--- src/rtl/mode_set_ctrl.sv ---
// Digital-clock mode sequencer: debounces three push-buttons, steps run/set-time/
// show-alarm/set-alarm, edits a time snapshot and owns the alarm registers.
module mode_set_ctrl #(
  parameter int         DEBOUNCE_CYCLES   = 250,
  parameter int         TIMEOUT_CYCLES    = 5000,
  parameter logic [7:0] ALARM_HOUR_INIT   = 8'd7,
  parameter logic [7:0] ALARM_MINUTE_INIT = 8'd0,
  parameter logic [7:0] ALARM_SECOND_INIT = 8'd0
) (
  input  logic       clk,
  input  logic       rst,
  input  logic       key_mode_n,
  input  logic       key_sel_n,
  input  logic       key_inc_n,
  input  logic [7:0] cur_hour,
  input  logic [7:0] cur_minute,
  input  logic [7:0] cur_second,
  output logic [3:0] state_mode,
  output logic [1:0] set_field,
  output logic       time_load,
  output logic [7:0] load_hour,
  output logic [7:0] load_minute,
  output logic [7:0] load_second,
  output logic [7:0] alarm_hour,
  output logic [7:0] alarm_minute,
  output logic [7:0] alarm_second
);

  typedef enum logic [1:0] {
    RUN        = 2'd0,
    SET_TIME   = 2'd1,
    SHOW_ALARM = 2'd2,
    SET_ALARM  = 2'd3
  } mode_t;

  localparam int DW = (DEBOUNCE_CYCLES > 1) ? $clog2(DEBOUNCE_CYCLES) : 1;
  localparam int IW = $clog2(TIMEOUT_CYCLES + 1);
  localparam logic [DW-1:0] DB_LAST  = DW'(DEBOUNCE_CYCLES - 1);
  localparam logic [IW-1:0] IDLE_MAX = IW'(TIMEOUT_CYCLES);

  // Key vectors are ordered {inc, sel, mode}; all levels active-low.
  logic [2:0]    raw_n;
  logic [2:0]    sync1_n;
  logic [2:0]    sync2_n;
  logic [2:0]    db_n;
  logic [2:0]    db_d_n;
  logic [2:0]    ev;
  logic [DW-1:0] db_cnt [3];

  assign raw_n = {key_inc_n, key_sel_n, key_mode_n};

  always_ff @(posedge clk or posedge rst) begin
    if (rst) begin
      sync1_n <= 3'b111;
      sync2_n <= 3'b111;
      db_n    <= 3'b111;
      db_d_n  <= 3'b111;
      ev      <= 3'b000;
      for (int k = 0; k < 3; k++) db_cnt[k] <= '0;
    end else begin
      sync1_n <= raw_n;
      sync2_n <= sync1_n;
      db_d_n  <= db_n;
      ev      <= db_d_n & ~db_n;
      // The counter holds the number of consecutive mismatching cycles seen so far.
      for (int k = 0; k < 3; k++) begin
        if (sync2_n[k] != db_n[k]) begin
          if (db_cnt[k] == DB_LAST) begin
            db_n[k]   <= sync2_n[k];
            db_cnt[k] <= '0;
          end else begin
            db_cnt[k] <= db_cnt[k] + DW'(1);
          end
        end else begin
          db_cnt[k] <= '0;
        end
      end
    end
  end

  logic ev_mode, ev_sel, ev_inc;
  assign ev_mode = ev[0];
  assign ev_sel  = ev[1];
  assign ev_inc  = ev[2];

  function automatic logic [7:0] inc_wrap(input logic [7:0] v, input logic [7:0] lim);
    return (v >= lim) ? 8'd0 : v + 8'd1;
  endfunction

  mode_t         state, state_nx;
  logic [1:0]    field_nx;
  logic          time_load_nx;
  logic [7:0]    ld_h_nx, ld_m_nx, ld_s_nx;
  logic [7:0]    al_h_nx, al_m_nx, al_s_nx;
  logic [IW-1:0] idle, idle_nx;
  logic          editing;

  assign editing    = (state == SET_TIME) || (state == SET_ALARM);
  assign state_mode = {2'b00, state};

  always_comb begin
    state_nx     = state;
    field_nx     = set_field;
    time_load_nx = 1'b0;
    ld_h_nx      = load_hour;
    ld_m_nx      = load_minute;
    ld_s_nx      = load_second;
    al_h_nx      = alarm_hour;
    al_m_nx      = alarm_minute;
    al_s_nx      = alarm_second;
    idle_nx      = '0;
    // Mode outranks sel, which outranks inc; lower-priority events are dropped.
    if (ev_mode) begin
      unique case (state)
        RUN: begin
          state_nx = SET_TIME;
          field_nx = 2'd0;
          ld_h_nx  = cur_hour;
          ld_m_nx  = cur_minute;
          ld_s_nx  = cur_second;
        end
        SET_TIME: begin
          state_nx     = SHOW_ALARM;
          time_load_nx = 1'b1;
        end
        SHOW_ALARM: begin
          state_nx = SET_ALARM;
          field_nx = 2'd0;
        end
        default: state_nx = RUN;
      endcase
    end else if (editing) begin
      if (ev_sel) begin
        field_nx = (set_field >= 2'd2) ? 2'd0 : set_field + 2'd1;
      end else if (ev_inc) begin
        if (state == SET_TIME) begin
          case (set_field)
            2'd0:    ld_s_nx = inc_wrap(load_second, 8'd59);
            2'd1:    ld_m_nx = inc_wrap(load_minute, 8'd59);
            2'd2:    ld_h_nx = inc_wrap(load_hour, 8'd23);
            default: ;
          endcase
        end else begin
          case (set_field)
            2'd0:    al_s_nx = inc_wrap(alarm_second, 8'd59);
            2'd1:    al_m_nx = inc_wrap(alarm_minute, 8'd59);
            2'd2:    al_h_nx = inc_wrap(alarm_hour, 8'd23);
            default: ;
          endcase
        end
      end else if (idle == IDLE_MAX) begin
        // Abandon without committing; alarm edits are already live.
        state_nx = RUN;
      end else begin
        idle_nx = idle + IW'(1);
      end
    end
  end

  always_ff @(posedge clk or posedge rst) begin
    if (rst) begin
      state        <= RUN;
      set_field    <= 2'd0;
      time_load    <= 1'b0;
      load_hour    <= 8'd0;
      load_minute  <= 8'd0;
      load_second  <= 8'd0;
      alarm_hour   <= ALARM_HOUR_INIT;
      alarm_minute <= ALARM_MINUTE_INIT;
      alarm_second <= ALARM_SECOND_INIT;
      idle         <= '0;
    end else begin
      state        <= state_nx;
      set_field    <= field_nx;
      time_load    <= time_load_nx;
      load_hour    <= ld_h_nx;
      load_minute  <= ld_m_nx;
      load_second  <= ld_s_nx;
      alarm_hour   <= al_h_nx;
      alarm_minute <= al_m_nx;
      alarm_second <= al_s_nx;
      idle         <= idle_nx;
    end
  end

endmodule

--- config.mk ---
export PLATFORM = sky130hd
export DESIGN_NAME = mode_set_ctrl
export DESIGN_NICKNAME = d
export VERILOG_FILES = /design/src/rtl/mode_set_ctrl.sv
export SDC_FILE = /design/constraint.sdc
export NUM_CORES = 1
export LEC_CHECK = 0
export ABC_AREA = 1
export BUFFER_PORTS_ARGS = -buffer_cell sky130_fd_sc_hd__buf_2
export CAP_MARGIN = 40
export CORE_UTILIZATION = 61
export DETAILED_ROUTE_END_ITERATION = 10
export PLACE_DENSITY = 0.81
export SLEW_MARGIN = 20
export SYNTH_ARGS = -nofsm -noshare
export SYNTH_HDL_FRONTEND = slang
export SYNTH_SLANG_ARGS = --single-unit
export TNS_END_PERCENT = 10
--- constraint.sdc ---
create_clock -name clk -period 5.5 [get_ports clk]
set_input_delay 0.55 -clock clk [delete_from_list [all_inputs] [get_ports clk]]
set_output_delay 0.55 -clock clk [all_outputs]
set_load 0.02 [all_outputs]
# Word level (Yosys, flattened, before mapping)
# Cells that the tools add are included.
op_classes:
  muxes: 51
  bitwise: 5
  n_lt_le_gt_ge: 7
  reduce_logical: 23
  n_eq_ne: 16
  add_sub_neg: 11
ops:
  columns: ["op", "n"]
  rows:
  - ["two-way mux 8 bit", 33]
  - ["adder 8 x 1 -> 8 bit (second input constant)", 9]
  - ["two-way mux 13 bit", 5]
  - ["AND reduction 6 bit", 6]
  - [">= comparator 8 x 6 -> 1 bit (second input constant)", 4]
  - ["== test 8 bit (second input constant)", 3]
  - ["two-way mux 2 bit", 10]
  - [">= comparator 8 x 5 -> 1 bit (second input constant)", 2]
  - ["nonzero test 2 bit", 8]
  - ["adder 13 x 1 -> 13 bit (second input constant)", 1]
  - ["== test 13 bit (second input constant)", 1]
  - ["== test 2 bit (second input constant)", 3]
  - ["!= test 2 bit (second input constant)", 3]
  - ["one-hot mux 2 bit (3 select lines)", 1]
  - ["AND reduction 2 bit", 3]
  - ["== test 2 x 1 -> 1 bit (second input constant)", 2]
  - ["zero test 2 bit", 2]
  - ["AND reduction 4 bit", 1]
  - ["AND 3 bit", 1]
  - ["!= test 1 bit", 3]
  - ["inverter 1 bit", 3]
  - ["inverter 3 bit", 1]
  - ["AND reduction 3 bit", 1]
  - ["adder 2 x 1 -> 2 bit (second input constant)", 1]
  - ["other kinds (5)", 6]
totals:
  inputBits: 29
  elab_cells: 133
  reg_bits: 105

# Logic depth before layout (Yosys ltp)
# Gate-level depths: netlist (run 1).
logic_depth:
  depth_word: 8
  ltp_mapped: 9

# Least setup slack after synthesis (run 1)
# No wires, ideal clock.
synth_path:
  path_type: "register to register"
  start: "reg state[0]"
  end: "reg alarm_hour[3]"
  path_slack_ps: 3875
  stages_incl_launch_ff: 8
  required_ps: 5382
  arrival_time_ps: 1507
  setup_time_ps: 118
  path_cell_list: "dfrtp_1 > ha_1 > nor2_1 > nand2_2 > nor3_4 > inv_2 > nand2_1 > nand2_1"
synth_between:
  elab_chain_len: 3
  elab_cells_between_ends: 5
  classes_between: "eq/ne (2); bitwise (1); reduce/logical (2)"
synth_lines:
  columns: ["element", "line_no", "text"]
  rows:
  - ["start, declared", "90", "mode_t state, state_nx;"]
  - ["start signal, assigned", "173", "state <= state_nx;"]
  - ["== test 2 x 1 -> 1 bit or == test 2 bit (tied branches)", "98, 136", null]
  - ["logical OR 1 bit or inverter 1 bit (tied branches)", null, null]
  - ["AND reduction 6 bit (no line) (*)", null, null]
  - ["end signal, assigned", "179", "alarm_hour <= al_h_nx;"]
  - ["end, declared", "24", "output logic [7:0] alarm_hour,"]
# Mark *: on every way between the ends. The rest lies on a longest branch, timed or not.
# A chain may end at the register's enable or synchronous reset.

# Worst setup path in the final report (run 1)
# Same ends and word-level chain as after synthesis.

==> results of run 1 <==
## final cells by class
cell class,count,area [sq um]
clock buffer,10,137.6
clock inverter,6,51.30
fill,704,2509
inverter,87,331.6
multi-input combinational,496,2412
sequential,105,2646
tap,108,135.1
timing repair buffer,84,455.4
## Yosys cell counts
master	number
a31oi_1	1
buf_6	1
xor2_1	17
nor3b_1	1
nand2_1	181
nor3_1	7
nand3_1	76
a21oi_1	9
conb_1	1
buf_4	4
nor3_4	1
nand2_2	5
nand2_4	1
nor2_2	4
xnor2_1	5
dfrtp_1	90
o21ai_0	13
o21ai_1	5
nor2_4	4
ha_1	17
o21bai_1	8
buf_2	2
inv_2	5
dfstp_2	15
inv_4	1
nand4_1	15
nand3b_1	2
inv_1	81
nor2_1	122
## final timing paths
check	start	to
worst max register to register	state[0]	alarm_hour[3]
worst min register to register	sync1_n[2]	sync2_n[2]
min in group clk	key_mode_n	sync1_n[0]
worst min-delay path	rst	db_cnt[12]
max in group asynchronous	rst	db_n[2]
worst max-delay path	state[0]	alarm_hour[3]
## power breakdown
part	switching, uW	internal, uW
clock network	270	183
logic	28.6	16.1
registers	6.49	781
## critical path: stages (launching register included)
cell     delay [ns]
dfrtp_1        0.47
ha_1           0.30
nor2_1         0.13
nand2_2        0.13
nor3_4         0.41
inv_2          0.12
nand2_1        0.09
nand2_1        0.05
## flip-flops by register name, indices dropped and copies added (netlist names), 8 cells and up
| name | count |
|---|---|
| load_second | 8 |
| alarm_minute | 8 |
| alarm_second | 8 |
| db_cnt | 24 |
| load_hour | 8 |
| alarm_hour | 8 |
| idle | 13 |
| load_minute | 8 |
## layer usage
metal  track usage [%]  vias up  share of wire [%]
met5                 0        -                  0
met4             11.15        0                1.4
li1                  -     2365                  -
met3             3.912       12                4.9
met1             31.28     2192                 44
met2             42.26      141                 50
## per-stage QoR
stage / instance area, sq um / hold WS (ns) / setup slack (ns)
after floorplan: 5439 / 0.3452 / 2.214
after global placement: 5938 / 0.3473 / 3.540
after detailed placement: 5981 / 0.3468 / 3.713
after CTS: 6170 / 0.1345 / 3.707
after global routing: 6170 / 0.1460 / 3.602
final: 6170 / 0.1333 / 3.703
## cells by family after synthesis
group                      after synthesis
and+or+nand+nor                        419
DFF                                    105
buffers and inverters                   94
AOI/OAI and AO/OA                       36
xor gates and xnor gates                22
adders and majority gates               17
other                                    1
==> flow_metrics.env, run 1 <==
export IMPL_ctsHtreeMaxLevel=3
export IMPL_die_w_um=96.40
export IMPL_fin_cells=896
export IMPL_drive_above_1_share_pct=17.39
export IMPL_drcViolationCount=0
export IMPL_dr_first_iter_drc_count=217
export IMPL_syn2layout_area_growth_pct=13.51
export IMPL_place_hpwl_mm=8.209
export IMPL_syn_area_per_cell_sq_um=7.832
export IMPL_status="finished clean"
export IMPL_synth_top_family_by_area="simple AND/OR/NAND/NOR gates"
export IMPL_min_path_type="input pin to async pin"
export IMPL_root_buffer="clkbuf_8"
export IMPL_final_hold_violation_count=0
export IMPL_synth_area_top_cells="dfrtp_1, nand2_1, nor2_1, dfstp_2, nand3_1"
export IMPL_clock_sinks=105
export IMPL_synth_area_sq_um=5435
export IMPL_ir_drop_v=0.0001749
export IMPL_crit_type="flip-flop to flip-flop"
export IMPL_critical_path_peak_fanout=10
export IMPL_die_height_um=96.40
export IMPL_firstDrtPassIters=7
export IMPL_endpoint_kind="flip-flop"
export IMPL_ant_nets=0
export IMPL_fin_crit_sh_pct=32.67
export IMPL_numCtsBuffers=9
export IMPL_cts_hold_fix_buffers=0
export IMPL_ctsLongestPathBuffers=2
export IMPL_period_minus_slack_ns=1.797
export IMPL_num_rows=34
export IMPL_grt_pass1_vias=4191
export IMPL_portBuffers=81
export IMPL_yosysWarnings=0
export IMPL_initial_core_util_pct=62.63
export IMPL_dp_cells=880
export IMPL_layout_nets=829
export IMPL_dieArea_sq_um=9292
export IMPL_clk_latency_ns=0.37
export IMPL_grt_start_max_net_pins=50
export IMPL_cp_arrival_ns=2.07
export IMPL_grt_use_total_pct=24.80
export IMPL_synth_cell_types=29
export IMPL_synth_mux_area_fraction_pct=0
export IMPL_ys_seq_elements=105
export IMPL_fin_setup_tns_ns=0
export IMPL_route_vias_total=4710
export IMPL_worstPathRequired_ns=5.77
export IMPL_ys_seq_area_share_pct=48.69
export IMPL_synth_simple_area_share_pct=33.08
export IMPL_p_leak_uw=0.003228
export IMPL_cts_resized=0
export IMPL_synth_top_area_share_pct=41.44
export IMPL_slew_headroom_pct=65.66
export IMPL_antenna_found_initial=0
export IMPL_skew_ns=0.006055
export IMPL_post_route_util_pct=71.09
export IMPL_mostFrequentLayoutCells="nand2_1, nor2_1, dfrtp_1"
export IMPL_cts_tree="done"
export IMPL_core_area_sq_um=8678
export IMPL_totalPowerFinal_uw=1286
export IMPL_grt_pass1_wl_mm=17.78
export IMPL_yosys_area_top_type="dfrtp_1"
export IMPL_path_clk_slew_ns=0.10
export IMPL_syn_instance_count=694
export IMPL_worst_slew_pin_slew_ns=0.5152
export IMPL_cp_start_kind="flip-flop"
export IMPL_setup_viol=0
export IMPL_grt_ovfl_total=0
export IMPL_drv_cap=0
export IMPL_gp_congestion=0.8684
export IMPL_slew_viol_final=0
export IMPL_reg2reg_slack_ns=3.70
export IMPL_layout_commonest_cell="nand2_1"
export IMPL_post_cts_setup_buffers=0
export IMPL_synth_compound_area_share_pct=3.706
export IMPL_routed_wl_mm=11.00
export IMPL_num_io_pins=84
export IMPL_avgViaCountPerCell=5.257
export IMPL_n_antenna_cell=0
export IMPL_max_freq_mhz=556.5
export IMPL_rsz0062_at_grt="false"
export IMPL_p_per_area_nw_per_um2=208.4
export IMPL_synth_xor_area_share_pct=3.545
export IMPL_reg2reg_depth=7
export IMPL_wl_per_cell_um=12.27
export IMPL_synth_adder_area_share_pct=3.913
(Power assumes the default switching activity.)
==> inputs of run 2 (changes only) <==
--- a/config.mk
+++ b/config.mk
@@ -5,12 +5,12 @@
 export SDC_FILE = /design/constraint.sdc
 export NUM_CORES = 1
 export LEC_CHECK = 0
-export ABC_AREA = 1
+export ABC_AREA = 0
 export BUFFER_PORTS_ARGS = -buffer_cell sky130_fd_sc_hd__buf_2
 export CAP_MARGIN = 40
-export CORE_UTILIZATION = 61
+export CORE_UTILIZATION = 56
 export DETAILED_ROUTE_END_ITERATION = 10
-export PLACE_DENSITY = 0.81
+export PLACE_DENSITY = 0.75
 export SLEW_MARGIN = 20
 export SYNTH_ARGS = -nofsm -noshare
 export SYNTH_HDL_FRONTEND = slang
==> constraint.sdc (replaced) <==
create_clock -name clk -period 1.7 [get_ports clk]
set_input_delay 0.17 -clock clk [delete_from_list [all_inputs] [get_ports clk]]
set_output_delay 0.17 -clock clk [all_outputs]
set_load 0.02 [all_outputs]
==> run 2 against run 1 <==
Net effect: the flow now finishes with violations (negative setup slack); first-iteration DRC count shrank 14%; synthesized cell count shrank 28%; largest power group unchanged; utilization grew 0.21 points; hold slack lost 0.11 ns; critical path type unchanged.
==> flow_metrics.env, run 2 <==
export IMPL_ys_seq_elements=105
export IMPL_layout_setup_ws_ns=-0.03355
export IMPL_routed_wl_mm=10.54
export IMPL_worst_hold_startpoint="cur_second[3]"
export IMPL_reg2reg_to="load_minute[3]"
export IMPL_dp_worst_setup_slack_ns=-0.2595
export IMPL_reg2reg_slack_ns=-0.03
export IMPL_portBuffers=81
export IMPL_clk_latency_ns=0.37
export IMPL_synth_top_area_share_pct=44.19
export IMPL_ctsLongestPathBuffers=2
export IMPL_num_io_pins=84
export IMPL_worst_slew_pin_slew_ns=0.5498
export IMPL_n_antenna_cell=0
export IMPL_synth_edff_count=0
export IMPL_avgViaCountPerCell=5.688
export IMPL_skew_ns=0.02095
export IMPL_syn_area_per_cell_sq_um=10.19
export IMPL_worstPathRequired_ns=2.00
export IMPL_yosys_area_top_type="dfrtp_1"
export IMPL_num_rows=34
export IMPL_setup_viol=8
export IMPL_die_w_um=97.40
export IMPL_root_buffer="clkbuf_8"
export IMPL_layout_commonest_cell="dfrtp_1"
export IMPL_firstDrtPassIters=5
export IMPL_final_hold_violation_count=0
export IMPL_hold_depth=2
export IMPL_route_vias_total=4135
export IMPL_numCtsBuffers=9
export IMPL_ant_nets=0
export IMPL_ir_drop_v=0.0005121
export IMPL_max_freq_mhz=576.9
export IMPL_post_synth_top_count_cell="dfrtp_1"
export IMPL_regMostFlops="db_cnt"
export IMPL_synth_flop_cell="dfrtp_1"
export IMPL_mostFrequentLayoutCells="dfrtp_1, buf_2, nor2_1"
export IMPL_fin_setup_tns_ns=-0.1395
export IMPL_syn2layout_area_growth_pct=22.61
export IMPL_min_path_type="input pin to flip-flop"
export IMPL_cp_start_kind="flip-flop"
export IMPL_synth_area_top_cells="dfrtp_1, dfstp_2, nor2_1, ha_1, xnor2_1"
export IMPL_synth_area_sq_um=5096
export IMPL_violations="negative setup slack"
export IMPL_ctsHtreeMaxLevel=3
export IMPL_synth_commonest_cells="dfrtp_1, nor2_1, nand2_1, nand3_1, inv_1"
export IMPL_min_to="load_second[3]"
export IMPL_cts_tree="done"
export IMPL_drv_cap=0
export IMPL_crit_type="flip-flop to flip-flop"
export IMPL_p_leak_uw=0.002857
export IMPL_syn_instance_count=500
export IMPL_rr_startpoint="state[1]"
export IMPL_wl_per_cell_um=14.50
export IMPL_core_area_sq_um=8763
export IMPL_path_clk_slew_ns=0.11
export IMPL_reg_largest_list="db_cnt: 24 flops, idle: 13 flops"
export IMPL_die_height_um=97.40
export IMPL_dieArea_sq_um=9486
export IMPL_grt_start_max_net_pins=106
export IMPL_grt_pass1_vias=3965
export IMPL_grt_ovfl_total=0
export IMPL_drcViolationCount=0
export IMPL_yosysWarnings=0
export IMPL_clock_sinks=105
export IMPL_antenna_found_initial=0
export IMPL_slew_viol_final=0
export IMPL_grt_pass1_wl_mm=18.09
export IMPL_cp_arrival_ns=2.03
export IMPL_layout_nets=660
export IMPL_largest_reg_flops=24
export IMPL_dr_first_iter_drc_count=186
export IMPL_synth_cell_types=66
export IMPL_initial_core_util_pct=58.15
export IMPL_period_minus_slack_ns=1.734
export IMPL_post_route_util_pct=71.30
export IMPL_ys_seq_area_share_pct=51.93
export IMPL_fin_crit_sh_pct=102.0
export IMPL_grt_use_total_pct=23.38
export IMPL_reg2reg_depth=6
export IMPL_p_per_area_nw_per_um2=682.1
export IMPL_slew_headroom_pct=63.35
export IMPL_critical_path_peak_fanout=5
export IMPL_synthArstFlopShare_pct=100.0
export IMPL_place_hpwl_mm=7.349
export IMPL_gp_congestion=0.8340
export IMPL_endpoint_kind="flip-flop"
export IMPL_status="finished with violations"
export IMPL_rsz0062_at_grt="true"
export IMPL_drive_above_1_share_pct=30.69
-- run 2: cell types whose count changed after synthesis, moves of 9 or more --
cell	delta
xnor2_1	+14
inv_1	-58
nand3_1	-43
nor2_1	-61
nand2_1	-142
and2_1	+12
and3_1	+9
-- run 2: area by class of cell --
cell class	instances	area (sq um)
multi-input combinational	357	2425
clock buffer	9	123.9
tap	108	135.1
clock inverter	7	77.57
fill	653	2515
sequential	105	2648
timing repair buffer	118	749.5
inverter	23	90.09
-- run 2: power by group --
group	internal [uW]	leakage [uW]	switching (uW)
clock	694	0.000100	874
combinational	54.0	0.00144	90.1
sequential	2530	0.00132	22.0
-- run 2: per-stage QoR --
stage               std cells  total power, uW  hold WS (ns)  area [sq um]
finish                    727             4262       0.02303          6248
global route              727             4410      0.009951          6248
CTS                       726             4295       0.01323          6151
detailed placement        704             2738        0.2761          5808
global placement          704             2731        0.2748          5808
floorplan                 501             2676        0.1745          5104
-- run 2: kinds of logic (layout without fill, tap and decap cells) --
family	after synthesis	in the layout	synth area share (%)
other	1	2	0.07359
and+or+nand+nor	208	208	20.70
muxes	4	4	0.8593
xor gates and xnor gates	32	32	5.500
adders and majority gates	17	17	4.174
AOI/OAI and AO/OA	94	94	13.14
buffers and inverters	39	157	3.634
DFF	105	105	51.93
-- run 2: what timing repair did --
action,in CTS,in global routing
hold buffers,4,0
setup buffers,3,1
endpoints found under the setup margin,33,49
pin swaps,6,5
endpoints found under the hold margin,67,0
resized for setup,20,28
-- run 2: critical path: stages, from the launching register on --
cell and delay [ns]:
dfrtp_1 0.41, inv_2 0.09, ha_4 0.16, and4b_4 0.31, a31oi_4 0.10, or4_4 0.52
o211ai_2 0.07
-- run 2: worst max path at each step --
stage / to / from / slack, ns
after floorplan: load_second[3] / state[0] / -0.16
after global placement: alarm_minute[3] / state[0] / -0.16
after detailed placement: alarm_minute[3] / state[0] / -0.26
after CTS: load_minute[3] / state[1] / -0.04
after global routing: alarm_minute[0] / state[0] / -0.13
final: load_minute[3] / state[1] / -0.03
-- run 2: layer usage --
metal	wire length, um	track usage (%)	vias to the layer above
li1	-	-	1993
met1	4576	29.69	2016
met2	5292	40.08	115
met3	552	5.468	11
met4	121	6.561	0
met5	0	0	-
